**config.mk**
```make
export PLATFORM = sky130hd
export DESIGN_NAME = mdom_wvb_hdr_serializer
export DESIGN_NICKNAME = d
export VERILOG_FILES = /design/src/rtl/mdom_wvb_hdr_serializer.sv
export SDC_FILE = /design/constraint.sdc
export NUM_CORES = 1
export LEC_CHECK = 0
export ABC_AREA = 1
export BUFFER_PORTS_ARGS = -buffer_cell sky130_fd_sc_hd__buf_2
export CORE_MARGIN = 2
export CORE_UTILIZATION = 59
export CTS_CLUSTER_SIZE = 10
export DETAILED_ROUTE_END_ITERATION = 12
export PLACE_DENSITY_LB_ADDON = 0.3
export SLEW_MARGIN = 20
export SYNTH_ARGS = -nofsm -noshare
export SYNTH_HDL_FRONTEND = slang
export SYNTH_SLANG_ARGS = --single-unit
```
**constraint.sdc**
```tcl
create_clock -name clk -period 4.2 [get_ports clk]
set_input_delay 0.21 -clock clk [delete_from_list [all_inputs] [get_ports clk]]
set_output_delay 0.21 -clock clk [all_outputs]
set_load 0.02 [all_outputs]
```
**src/rtl/mdom_wvb_hdr_serializer.sv**
```systemverilog
// Pops 104-bit waveform-buffer header bundles from an FWFT FIFO and streams them as 16-bit words.
// Define MDOM_WVB_HDR_SER_BSUM_EN to carry the baseline sum (10-word header instead of 8).
module mdom_wvb_hdr_serializer #(
    parameter logic [2:0] CHAN_ID = 3'd0,
    parameter logic [3:0] MARKER  = 4'hE
) (
    input  logic         clk,
    input  logic         rst_n,
    input  logic         en,
    input  logic [103:0] hdr_bundle,
    input  logic         hdr_empty,
    output logic         hdr_rdreq,
    output logic [15:0]  dout,
    output logic         dout_valid,
    input  logic         dout_ready,
    output logic         dout_sof,
    output logic         dout_eof,
    output logic         busy,
    output logic [15:0]  hdr_cnt
);

`ifdef MDOM_WVB_HDR_SER_BSUM_EN
    localparam logic [3:0] LAST = 4'd9;
`else
    localparam logic [3:0] LAST = 4'd7;
`endif

    typedef enum logic [1:0] {IDLE, POP, SEND} state_t;

    state_t        state;
    logic [3:0]    idx;
    logic [103:0]  bundle_q;
    logic [103:0]  src;
    logic [3:0]    nxt_idx;
    logic [15:0]   nxt_word;
    logic [10:0]   nsamp;
    logic [3:0]    bsum_lo;
    logic [15:0]   w8;
    logic [15:0]   w9;

    // Word 0 is built straight from the FIFO head in the pop cycle.
    assign src     = (state == POP) ? hdr_bundle : bundle_q;
    assign nxt_idx = (state == POP) ? 4'd0 : idx + 4'd1;
    assign nsamp   = src[70:60] - src[59:49] + 11'd1;

`ifdef MDOM_WVB_HDR_SER_BSUM_EN
    assign bsum_lo = {src[102], src[101:99]};
    assign w8      = {13'b0, src[98:96]};
    assign w9      = src[95:80];
`else
    logic unused_bsum;
    assign unused_bsum = ^src[102:80];
    assign bsum_lo     = 4'd0;
    assign w8          = 16'h0;
    assign w9          = 16'h0;
`endif

    always_comb begin
        nxt_word = 16'h0;
        case (nxt_idx)
            4'd0: nxt_word = {MARKER, CHAN_ID, src[72:71], src[73],
                              src[79], src[103], bsum_lo};
            4'd1: nxt_word = {src[78:74], nsamp};
            4'd2: nxt_word = {15'b0, src[48]};
            4'd3: nxt_word = src[47:32];
            4'd4: nxt_word = src[31:16];
            4'd5: nxt_word = src[15:0];
            4'd6: nxt_word = {5'b0, src[59:49]};
            4'd7: nxt_word = {5'b0, src[70:60]};
            4'd8: nxt_word = w8;
            4'd9: nxt_word = w9;
            default: nxt_word = 16'h0;
        endcase
    end

    always_ff @(posedge clk) begin
        if (!rst_n) begin
            state      <= IDLE;
            idx        <= 4'd0;
            bundle_q   <= '0;
            hdr_rdreq  <= 1'b0;
            dout       <= 16'h0;
            dout_valid <= 1'b0;
            dout_sof   <= 1'b0;
            dout_eof   <= 1'b0;
            busy       <= 1'b0;
            hdr_cnt    <= 16'h0;
        end else begin
            case (state)
                IDLE: begin
                    if (en && !hdr_empty) begin
                        hdr_rdreq <= 1'b1;
                        busy      <= 1'b1;
                        state     <= POP;
                    end
                end
                POP: begin
                    hdr_rdreq  <= 1'b0;
                    bundle_q   <= hdr_bundle;
                    idx        <= 4'd0;
                    dout       <= nxt_word;
                    dout_valid <= 1'b1;
                    dout_sof   <= 1'b1;
                    dout_eof   <= 1'b0;
                    state      <= SEND;
                end
                SEND: begin
                    if (dout_ready) begin
                        if (idx == LAST) begin
                            dout_valid <= 1'b0;
                            dout_sof   <= 1'b0;
                            dout_eof   <= 1'b0;
                            busy       <= 1'b0;
                            hdr_cnt    <= hdr_cnt + 16'd1;
                            state      <= IDLE;
                        end else begin
                            idx      <= nxt_idx;
                            dout     <= nxt_word;
                            dout_sof <= 1'b0;
                            dout_eof <= (nxt_idx == LAST);
                        end
                    end
                end
                default: state <= IDLE;
            endcase
        end
    end

endmodule

```
# Yosys cells after proc, flatten, opt, wreduce, memory -nomap -nowiden
# Index checks and enable logic that the tools add are counted.
# totals
ff_bits,147
input_bits,109
out_inout_bits,37
wordCells,67
# op_classes
add_sub_neg,4
n_eq_ne,14
muxes,24
n_reduce_logical,14
# op_table
operator,count
$pmux W16 S8,1
$mux W104,1
$mux W16,2
$pmux W16 S2,1
$eq A4 B3 Y1 const B,5
$add A16 B1 Y16 const B,1
$mux W4,3
$reduce_and A3 Y1,4
$add A11 B1 Y11 const B,1
$sub A11 B11 Y11,1
$pmux W1 S2,5
$eq A4 B2 Y1 const B,2
$ne A2 B2 Y1 const B,4
$pmux W4 S2,1
$mux W1,6
$mux W2,3
$pmux W2 S3,1
$reduce_bool A2 Y1,3
$add A4 B1 Y4 const B,1
$eq A4 B1 Y1 const B,1
$logic_not A4 Y1,1
$reduce_and A2 Y1,2
$reduce_and A4 Y1,1
$eq A2 B1 Y1 const B,1
4 further kinds,4

# Longest topological paths before layout
# depth
word_depth,8
mapped_depth,25
ltp_nobuf,23

# Least setup slack after synthesis
# Ideal clock, no wire load.
# synth_path
path_type,reg2reg
start,reg state[0]
end,reg dout[9]
setup_ns,0.132
arrival_ns,2.643
t_required_ns,4.068
slack_ns,1.425
stages_incl_launch_ff,26
n_path_buf,2
synth_period_minus_slack_ns,2.775
cell_sequence,dfxtp_1 > inv_2 > nor2_4 > buf_2 > buf_4 > nand2_1 > nand2_1 > inv_1 > nor2_1 > inv_1 > nand2_1 > ha_1 > inv_1 > fa_1 > inv_1 > nand3_1 > nand3_1 > nand2_1 > nand2_1 > nand2_1 > nand2_1 > nor2_1 > nor2_1 > nand2_1 > nand2_1 > a21oi_1
# synth_between
elab_chain_len,8
elab_cells_between_ends,22
classes_between,2 x add/sub; 11 x eq/ne; 6 x mux; 3 x reduce/logical
# synth_rtl
element,line_no,source
from (decl),30,state_t state;
from (signal assigned),78,state <= IDLE;
from (signal assigned),94,state <= POP;
from (signal assigned),105,state <= SEND;
$eq A2 B1 Y1,"42, 43, 89",
$mux W104,-,
$sub A11 B11 Y11,44,assign nsamp = src[70:60] - src[59:49] + 11'd1;
$add A11 B1 Y11,44,
$pmux W16 S8,60,case (nxt_idx)
$mux W16,109,if (idx == LAST) begin
$mux W16,108,if (dout_ready) begin
$pmux W16 S2,89,case (state)
to (signal assigned),101,dout <= nxt_word;
to (signal assigned),118,dout <= nxt_word;
to (decl),13,"output logic [15:0] dout,"
# Parallel ways exist; a longest one is shown, timed or not. The select of a mux whose other input is x is not followed.
# A chain may end at the register's enable or synchronous reset.

# Final worst setup path
# layout_path
start,reg state[1]
end,reg dout[4]
# Same word-level chain as after synthesis.

==> impl_metrics.csv <==
group,metric,value,unit
timing,rsz0062_at_grt,"false",
synth,seq_area_frac_synth,37.6,%
global_routing,grt.met1_usage,37.3,%
cts,clk_latency,0.52,ns
synth,synthXorXnorAreaFrac,0.530,%
worst_setup_path,path_class,"register to register",
power,vdd_ir_drop_max,0.350,mV
synth,synthTopCellsByCount,"nand2_1, dfxtp_1, nor2_1, inv_1, a21oi_1",
floorplanning,core,10900,sq um
synth,synth_mux_area_share,1.82,%
synth,synth_fp_nets,1092,
placed_design,dp_slack,0.942,ns
drt,drc,2,
drt,drt_iter0_drc,516,
global_routing,grt.total_usage,30.6,%
status,outcome,"finished, violations left",
worst_setup_path,path_buf_inv,3,
drt,viasPerCell,5.20,
placed_design,dp_hpwl,11700,um
synth,synth-edff-count,0,
cts,cts_buffers,17,
global_routing,grt.overflow.total,0,
worst_setup_path,worst_path_dominant_cell_family,"simple AND/OR/NAND/NOR gates",
power,p_switching,0.904,mW
cts,root_buffer,"clkbuf_8",
drt,wl_per_cell,14.1,um
timing,slew_violations,0,
synth,yosysUniqueCellTypes,41,
synth,synthFlopType,"dfxtp_1",
floorplanning,ios,146,
timing,tns,0,ns
synth,synth_top_area_share,37.6,%
timing,fin_skew,0.00665,ns
worst_setup_path,path_cells,"inv_2, nand2_4, buf_4, nand3_2, nand2_2, clkinv_2, nand2_2, nor2_1, nor2_1, nand2_1, nand2_1, a21oi_1",
layout,drive_gt1_share,19.9,%
floorplanning,initial_core_util,60.7,%
placed_design,placed_cells,1194,
synth,syn_avg_cell_area,6.84,sq um
drt,vias,6600,
global_routing,use_met2,52.3,%
timing,fmax,300,MHz
global_routing,grt_pass1_vias,6300,
cts,cts.sinks,124,
timing,period_needed,3.33,ns
placed_design,gp_congestion,0.940,
synth,yosys_warnings,0,
synth,synthAdderAreaFrac,3.33,%
synth,yosys.area.top_type,"dfxtp_1",
worst_setup_path,arrival,3.72,ns
cts,htreeDepth,4,
floorplanning,rows,38,
drt,ant_nets,0,
timing,relSlewSlack,52.4,%
layout,area_growth,25.3,%
cts,clk_pin_slew,0.06,ns
power,power.leakage,4.14,nW
global_routing,grt_antenna_before_repair,0,
power,clock_power_share,45.9,%
job,drv_cap,0,
power,power.density,400,nW/um^2
synth,ys_ff_latch,124,
timing,setup_ws,0.866,ns
global_routing,grt_pass1_wl,28700,um
worst_setup_path,cp-start-kind,"register",
timing,finalHoldViolCount,0,
synth,yosys.area_share.simple,36.7,%
layout,nets,1243,
placed_design,dpl-instance-area,7220,sq um
layout,stdcell_count,1270,
power,p_total,3.31,mW
power,p_comb_share,16.9,%
floorplanning,die_h,110,um
worst_setup_path,worstPathMaxFanout,62,
cts,cts_tree,"built",
synth,syn_inst,966,
placed_design,portBuffers,122,
synth,synth_compound_area_share,10.7,%
timing,worstMarginPinSlew,0.713,ns
worst_setup_path,cp.required,4.59,ns
floorplanning,die_w,110,um
timing,fin_crit_sh,79.4,%
synth,synth_top_family_by_area,"simple AND/OR/NAND/NOR gates",
timing,setup_violations,0,
floorplanning,die_area,12100,sq um
cts,cts_setup_buffers,0,
worst_setup_path,critPathSlowestCell,"buf_4",
drt,drt-total-wl,17900,um
cts,clockBufferDepth,2,
synth,syn_area,6610,sq um
layout,fin_area,8280,sq um
worst_setup_path,slowest_delay,0.56,ns
global_routing,grt_max_degree,63,
global_routing,busiest_layer,"met2",
synth,async_reset_ff_share,0,%
layout,n_antenna_cell,0,
power,intPower,2.41,mW
status,violations,"design-rule violations",
power,seqPwrFrac,37.3,%
drt,dr.pass1.iters,10,
global_routing,use_met3,6.05,%
power,power.share.switching,27.3,%
synth,synth.most_common_cell,"nand2_1",
hold_path,hold_class,"input pin to register",
synth,synthTopCellsByArea,"dfxtp_1, nand2_1, nor2_1, a21oi_1, inv_1",
worst_setup_path,end_kind,"register",
==> final timing paths <==
kind                                                to  depth (start not counted)                  start  slack [ns]
worst max-delay path              dout[4]$_SDFFE_PN0P_                         12  state[1]$_SDFFE_PN0P_        0.87
worst min-delay path            bundle_q[1]$_SDFF_PN0_                          4          hdr_bundle[1]        0.05
worst max register to register    dout[4]$_SDFFE_PN0P_                         12  state[1]$_SDFFE_PN0P_        0.87
worst min register to register   dout_sof$_SDFFE_PN0P_                          2  dout_sof$_SDFFE_PN0P_        0.46
==> repair_timing <==
| action | in CTS | in global routing |
|---|---|---|
| hold endpoints to repair | 44 | 0 |
| gates resized for setup | 0 | 0 |
| hold buffers | 44 | 0 |
| endpoints found under the setup margin | 0 | 0 |
==> layout by cell type (no fill, tap or decap), drive strengths merged, types with 2 or more instances in the layout <==
cell type,count
xnor2,2
nor2,126
a21oi,69
xor2,2
ha,16
nand4,26
nand3b,2
nand3,58
clkinvlp,2
dfxtp,124
buf,131
or2,25
dlygate4sd3,44
nor3,9
mux2i,12
o21ai,33
clkinv,8
clkbuf,19
o21a,22
nand2,291
inv,98
bufinv,4
==> registers in the layout (all words and copies together), names as in the netlist <==
register,cells
idx,4
state,2
dout_valid,1
dout_eof,1
bundle_q,81
dout,16
hdr_rdreq,1
dout_sof,1
busy,1
hdr_cnt,16
==> layout make-up <==
type,instances,area (sq um)
multi-input combinational,700,3510
fill,833,2610
sequential,124,2480
timing repair buffer,175,1120
clock buffer,19,422
inverter,99,377
clock inverter,13,193
tap,140,175
==> tightest hold or removal path, delay by kind of cell <==
| kind | cells | cell delay (ns) |
|---|---|---|
| simple gates | 1 | 0.07 |
| buf+inv | 2 | 0.12 |
| compound gates | 1 | 0.13 |
==> kinds of logic after synthesis <==
kind of cell | count (synthesis)
fa+ha+maj | 17
mux | 12
buf+inv | 142
compound gates | 128
flops | 124
xor+xnor | 4
simple gates | 539
==> power by group through the flow <==
stage / clock (mW) / combinational, mW / sequential [mW]
floorplan: 0 / 0.355 / 1.27
global placement: 0 / 0.506 / 1.26
detailed placement: 0 / 0.512 / 1.26
CTS: 1.53 / 0.549 / 1.24
global route: 1.58 / 0.623 / 1.24
finish: 1.52 / 0.558 / 1.24
==> routing by layer <==
metal	up-vias	part of all wire (%)
met3	47	6.5
met4	0	2.8
met1	2944	43
li1	3382	-
met5	-	0
met2	227	48
==> through the flow <==
stage	hold WS [ns]	utilization (%)
after floorplan	0.348	-
final	0.0456	76.0
after CTS	0.0276	76.0
after global routing	0.0607	76.0
after global placement	0.446	66.4
after detailed placement	0.451	66.4
(Power assumes the default switching activity.)
